$ cat src/rtl/mc_pkg.sv
// Shared missile-command constants: grid limits, cursor width, fire FSM encoding, 50 MHz timing.
package mc_pkg;

  localparam int GRID_X_MAX = 3;
  localparam int GRID_Y_MAX = 2;
  localparam int CURSOR_W   = 4;
  localparam int AMMO_W     = 4;

  localparam int CLK_HZ           = 50_000_000;
  localparam int DEBOUNCE_CYC_DEF = CLK_HZ / 100;  // 10 ms
  localparam int COOLDOWN_CYC_DEF = CLK_HZ / 2;    // 0.5 s
  localparam int AMMO_MAX_DEF     = 10;

  typedef enum logic [1:0] {
    FIRE_IDLE     = 2'd0,
    FIRE_REQ      = 2'd1,
    FIRE_COOLDOWN = 2'd2
  } fire_state_e;

  function automatic logic cursor_in_range(input logic [CURSOR_W-1:0] x,
                                           input logic [CURSOR_W-1:0] y);
    return (x <= CURSOR_W'(GRID_X_MAX)) && (y <= CURSOR_W'(GRID_Y_MAX));
  endfunction

endpackage

$ cat src/rtl/button_debounce.sv
// Synchronises an active-low raw button, debounces its level and emits a 1-cycle press pulse.
module button_debounce
  import mc_pkg::*;
#(
  parameter int DEBOUNCE_CYC = DEBOUNCE_CYC_DEF
) (
  input  logic clk,
  input  logic rst,
  input  logic btn_n_i,
  output logic press_o
);

  localparam int CNT_W = $clog2(DEBOUNCE_CYC + 1);

  logic             sync1_q, sync2_q;
  logic             level_q;
  logic             press_q;
  logic [CNT_W-1:0] cnt_q;
  logic             flip_d;

  // Level flips on the DEBOUNCE_CYC-th consecutive cycle of disagreement.
  assign flip_d = (sync2_q != level_q) && (cnt_q == CNT_W'(DEBOUNCE_CYC - 1));

  always_ff @(posedge clk) begin
    if (!rst) begin
      sync1_q <= 1'b1;
      sync2_q <= 1'b1;
      level_q <= 1'b1;
      cnt_q   <= '0;
      press_q <= 1'b0;
    end else begin
      sync1_q <= btn_n_i;
      sync2_q <= sync1_q;
      press_q <= flip_d & level_q;
      if (sync2_q == level_q) begin
        cnt_q <= '0;
      end else if (flip_d) begin
        cnt_q   <= '0;
        level_q <= sync2_q;
      end else begin
        cnt_q <= cnt_q + 1'b1;
      end
    end
  end

  assign press_o = press_q;

endmodule

$ cat src/rtl/fire_control.sv
// Turns debounced fire presses into launch requests at the latched cursor cell,
// with ammunition tracking and a fixed cooldown after every accepted launch.
module fire_control
  import mc_pkg::*;
#(
  parameter int DEBOUNCE_CYC = DEBOUNCE_CYC_DEF,
  parameter int COOLDOWN_CYC = COOLDOWN_CYC_DEF,
  parameter int AMMO_MAX     = AMMO_MAX_DEF
) (
  input  logic                clk,
  input  logic                rst,
  input  logic                player_fire,
  input  logic [CURSOR_W-1:0] player_cursor_x_reg,
  input  logic [CURSOR_W-1:0] player_cursor_y_reg,
  input  logic                reload,
  input  logic                launch_ready,
  output logic                launch_valid,
  output logic [CURSOR_W-1:0] launch_x,
  output logic [CURSOR_W-1:0] launch_y,
  output logic [AMMO_W-1:0]   ammo_count,
  output logic                fire_busy,
  output logic                fire_reject
);

  localparam int COOL_W = $clog2(COOLDOWN_CYC + 1);

  fire_state_e         state_q;
  logic                valid_q, busy_q, reject_q;
  logic [CURSOR_W-1:0] x_q, y_q;
  logic [AMMO_W-1:0]   ammo_q;
  logic [COOL_W-1:0]   cool_q;
  logic                press;

  button_debounce #(.DEBOUNCE_CYC(DEBOUNCE_CYC)) u_fire_db (
    .clk     (clk),
    .rst     (rst),
    .btn_n_i (player_fire),
    .press_o (press)
  );

  always_ff @(posedge clk) begin
    if (!rst) begin
      state_q  <= FIRE_IDLE;
      valid_q  <= 1'b0;
      busy_q   <= 1'b0;
      reject_q <= 1'b0;
      x_q      <= '0;
      y_q      <= '0;
      ammo_q   <= AMMO_W'(AMMO_MAX);
      cool_q   <= '0;
    end else begin
      reject_q <= 1'b0;
      case (state_q)
        FIRE_IDLE: begin
          if (press) begin
            if (ammo_q == '0 || !cursor_in_range(player_cursor_x_reg, player_cursor_y_reg)) begin
              reject_q <= 1'b1;
            end else begin
              x_q     <= player_cursor_x_reg;
              y_q     <= player_cursor_y_reg;
              valid_q <= 1'b1;
              busy_q  <= 1'b1;
              state_q <= FIRE_REQ;
            end
          end
        end
        FIRE_REQ: begin
          if (launch_ready) begin
            valid_q <= 1'b0;
            ammo_q  <= ammo_q - 1'b1;
            cool_q  <= '0;
            state_q <= FIRE_COOLDOWN;
          end
        end
        FIRE_COOLDOWN: begin
          if (cool_q == COOL_W'(COOLDOWN_CYC - 1)) begin
            busy_q  <= 1'b0;
            state_q <= FIRE_IDLE;
          end else begin
            cool_q <= cool_q + 1'b1;
          end
        end
        default: begin
          busy_q  <= 1'b0;
          valid_q <= 1'b0;
          state_q <= FIRE_IDLE;
        end
      endcase
      // Later assignment wins, so a reload on the transfer edge overrides the decrement.
      if (reload) begin
        ammo_q <= AMMO_W'(AMMO_MAX);
      end
    end
  end

  assign launch_valid = valid_q;
  assign launch_x     = x_q;
  assign launch_y     = y_q;
  assign ammo_count   = ammo_q;
  assign fire_busy    = busy_q;
  assign fire_reject  = reject_q;

endmodule
$ cat config.mk
export PLATFORM = sky130hd
export DESIGN_NAME = fire_control
export DESIGN_NICKNAME = d
export VERILOG_FILES = /design/src/rtl/mc_pkg.sv /design/src/rtl/button_debounce.sv /design/src/rtl/fire_control.sv
export SDC_FILE = /design/constraint.sdc
export NUM_CORES = 1
export LEC_CHECK = 0
export BUFFER_PORTS_ARGS = -buffer_cell sky130_fd_sc_hd__buf_2
export CAP_MARGIN = 5
export CORE_MARGIN = 1
export CORE_UTILIZATION = 56
export CTS_CLUSTER_DIAMETER = 80
export DETAILED_ROUTE_END_ITERATION = 16
export PLACE_DENSITY = 0.76
export SYNTH_ARGS = -nofsm -noshare
export SYNTH_HDL_FRONTEND = slang
export SYNTH_SLANG_ARGS = --single-unit
$ cat constraint.sdc
create_clock -name clk -period 2.24 [get_ports clk]
set_input_delay 0.448 -clock clk [delete_from_list [all_inputs] [get_ports clk]]
set_output_delay 0.448 -clock clk [all_outputs]
set_load 0.01 [all_outputs]
==> flow_summary.json <==
{
  "leakagePower_nw": 1.36,
  "grt_antenna_before_repair": 0,
  "floorplan.core_area_sq_um": 5200,
  "post_layout_nonfiller_instances": 467,
  "synth_compound_area_share_pct": 12.5,
  "floorplan.rows": 26,
  "antennaDiodeCount": 0,
  "route.final.wire_length_mm": 6.57,
  "clk_pin_slew_ns": 0.08,
  "drt_first_pass_iters": 5,
  "synth_largest_type_area_fraction_pct": 42.0,
  "fin_worst_hold_slack_ns": 0.272,
  "post-route-worst-setup-slack_ns": 0.239,
  "ys.flop_type": "sky130_fd_sc_hd__dfxtp_1",
  "fin_worst_skew_ns": 0.0126,
  "worst-r2r-cell-count": 7,
  "routed_wire_length_per_instance_um": 14.1,
  "synthArstFlopShare_pct": 0,
  "fin_total_pwr_mw": 2.09,
  "layout-drive-gt1-share_pct": 18.1,
  "setup.worst_path.class": "reg -> reg",
  "fmaxAchievable_mhz": 500,
  "tritoncts.num_buffers": 9,
  "worst_setup_path_startpoint": "cool_q[0]",
  "postCtsSetupBuffers": 0,
  "cts.sinks": 65,
  "route.vias.total": 2655,
  "max_stage_delay_ns": 0.47,
  "portBuffers": 27,
  "yosys_cell_types": 62,
  "syn-instance-count": 358,
  "synth.most_common_cell": "sky130_fd_sc_hd__dfxtp_1",
  "clock_path_buffers": 2,
  "critPathBufInv": 1,
  "areaGrowthSynthToFinish_pct": 13.0,
  "initial_utilization_pct": 59.5,
  "yosys.area_share.simple_pct": 33.2,
  "fill_cells": 430,
  "irDropWorstVdd_v": 0.000379,
  "crit_path_start_kind": "register",
  "cts-resized-gates": 0,
  "timing_hold_violations_final": 0,
  "die_width_um": 76.4,
  "cp_top_family": "simple AND/OR/NAND/NOR gates",
  "standard_cell_with_the_maximum_stage_delay_on_the_critical_path": "sky130_fd_sc_hd__or4_1",
  "max_slew.worst_pin.slew_ns": 0.488,
  "place_inst": 451,
  "nets": 408,
  "synth.cells.most_frequent": "sky130_fd_sc_hd__dfxtp_1, sky130_fd_sc_hd__nor2_1, sky130_fd_sc_hd__nand2_1",
  "chipHeight_um": 76.4,
  "ys_seq_area_share_pct": 42.0,
  "timing.final.setup_violations": 0,
  "dr.first_iter.drc_count": 185,
  "grt_max_degree": 18,
  "synth_enable_flop_cells": 0,
  "crit-reg2reg-capture": "cool_q[20]",
  "yosys-mux-area-fraction_pct": 0.969,
  "final_min_period_over_clock_period_pct": 89.3,
  "slew_violations": 0,
  "timing.critical_path.required_ns": 2.53,
  "outcome": "completed",
  "period_minus_slack_ns": 2.00,
  "yosys-top-cells-area": "sky130_fd_sc_hd__dfxtp_1, sky130_fd_sc_hd__nor2_1, sky130_fd_sc_hd__xnor2_1, sky130_fd_sc_hd__nand2_1, sky130_fd_sc_hd__nand3_1",
  "max-slew-margin-rel_pct": 67.4,
  "place_area_sq_um": 3320,
  "post-dp-hpwl_mm": 4.60,
  "cts_root_buf": "sky130_fd_sc_hd__clkbuf_8",
  "drc": 0,
  "worst_r2r_startpoint": "cool_q[0]",
  "timing.critical_path.depth": 7,
  "post_synthesis_area_per_instance_sq_um": 8.66,
  "synthesis.nets": 374,
  "cts.hold.buffers_added": 0,
  "cts_tree": "done",
  "fin_area_sq_um": 3500,
  "synthesis.area_sq_um": 3100,
  "groute.usage.overall_pct": 24.1,
  "synth_warnings": 0,
  "pwr_density_cell_nw_per_um2": 598,
  "xor_and_xnor_area_share_after_synthesis_pct": 6.50,
  "die_area_sq_um": 5840,
  "postSynthRegisterBits": 65,
  "synth_top_family_by_area": "simple AND/OR/NAND/NOR gates",
  "place_worst_setup_slack_ns": 0.236,
  "synthDominantAreaCellType": "sky130_fd_sc_hd__dfxtp_1",
  "finalSetupTns_ns": 0,
  "rsz0062_at_grt": "no",
  "vias_per_cell": 5.69,
  "footprint_of_the_multi_input_gates_sq_um": 1690,
  "drv_cap": 0,
  "post_synth_fa_ha_maj_area_fraction_pct": 1.21,
  "timing.hold.worst.class": "in -> reg",
  "cts_max_level": 3,
  "cp_cell_sequence": "ha_1 > and3_1 > nand4_1 > o21ai_2 > buf_4 > or4_1 > a21oi_1",
  "num_io_pins": 28,
  "global_route_wire_length_before_repair_mm": 11.1,
  "worst-endpoint-arrival_ns": 2.29,
  "number_of_global_route_vias_before_repair": 2478,
  "timing.hold.worst_path_depth": 2,
  "reg2reg_setup_slack_ns": 0.24,
  "timing.critical_path.to_type": "register",
  "seq_area_sq_um": 1300,
  "final_core_util_pct": 67.3,
  "clk-insertion-delay-late_ns": 0.35,
  "cp_max_fo": 10,
  "drtAntennaViolNets": 0,
  "crit_path_end": "cool_q[20]",
  "overflow": 0,
  "routabilityCongestion": 0.857
}
-- sequential cells by signal, summed over array words and instances (netlist names) --
| register | count |
|---|---|
| launch_valid | 1 |
| fire_busy | 1 |
| u_fire_db.press_o | 1 |
| launch_y | 4 |
| u_fire_db.sync2_q | 1 |
| cool_q | 25 |
| u_fire_db.level_q | 1 |
| u_fire_db.cnt_q | 19 |
| ammo_count | 4 |
| state_q | 2 |
| u_fire_db.sync1_q | 1 |
| fire_reject | 1 |
| launch_x | 4 |
-- kinds of logic after synthesis --
| family | after synthesis |
|---|---|
| multiplexers | 3 |
| AND/OR/NAND/NOR | 181 |
| AO/OA/AOI/OAI | 59 |
| buffers and inverters | 24 |
| XOR/XNOR | 23 |
| adder cells (fa/ha/maj) | 3 |
| flip-flops | 65 |
-- cell type report --
cell class              instances  share of cell area, %
clock buffers                   9                   3.54
clock inverters                 7                   1.54
inverters                      10                   1.07
multi-input cells             269                   48.2
flip-flops and latches         65                   37.2
well taps                      70                   2.50
repair buffers                 37                   6.00
-- layout by cell type (no fill, tap or decap), types with 3 or more instances in the layout --
master	instances
sky130_fd_sc_hd__and3_1	14
sky130_fd_sc_hd__nand2b_1	4
sky130_fd_sc_hd__xor2_1	7
sky130_fd_sc_hd__buf_4	10
sky130_fd_sc_hd__a211o_1	3
sky130_fd_sc_hd__clkinvlp_4	3
sky130_fd_sc_hd__o21ai_0	9
sky130_fd_sc_hd__ha_1	3
sky130_fd_sc_hd__nor3_1	12
sky130_fd_sc_hd__buf_2	27
sky130_fd_sc_hd__or3_1	5
sky130_fd_sc_hd__and4_1	4
sky130_fd_sc_hd__nand2_1	37
sky130_fd_sc_hd__nor2_1	41
sky130_fd_sc_hd__and2_1	3
sky130_fd_sc_hd__clkbuf_8	9
sky130_fd_sc_hd__nand3_1	18
sky130_fd_sc_hd__mux2i_1	3
sky130_fd_sc_hd__nand4_1	10
sky130_fd_sc_hd__a21oi_1	15
sky130_fd_sc_hd__dfxtp_1	65
sky130_fd_sc_hd__o21a_1	4
sky130_fd_sc_hd__a31oi_1	10
sky130_fd_sc_hd__nor4_1	4
sky130_fd_sc_hd__xnor2_1	16
sky130_fd_sc_hd__inv_1	9
sky130_fd_sc_hd__nor2b_1	4
-- metal layers --
| layer | vias up | global-route usage [%] | part of all wire [%] |
|---|---|---|---|
| li1 | 1351 | - | - |
| met1 | 1220 | 29.1 | 48 |
| met2 | 74 | 40.0 | 46 |
| met3 | 10 | 6.35 | 5.1 |
| met4 | 0 | 10.8 | 1.6 |
| met5 | - | 0 | 0 |
-- how the worst min path moves through the flow --
stage / start / endpoint
2_1_floorplan: u_fire_db.sync1_q / u_fire_db.sync2_q
3_3_place_gp: u_fire_db.sync1_q / u_fire_db.sync2_q
3_5_place_dp: u_fire_db.sync1_q / u_fire_db.sync2_q
4_1_cts: player_fire / u_fire_db.sync1_q
5_1_grt: player_fire / u_fire_db.sync1_q
6_report: player_fire / u_fire_db.sync1_q
-- where the power goes --
part | switching, mW | leakage [nW] | total, mW | internal, mW
registers | 0.00140 | 0.524 | 1.16 | 1.16
clock network | 0.482 | 0.0822 | 0.890 | 0.407
logic | 0.0279 | 0.749 | 0.0449 | 0.0170
total | 0.512 | 1.36 | 2.09 | 1.58
Power figures use the tool's default switching activity.
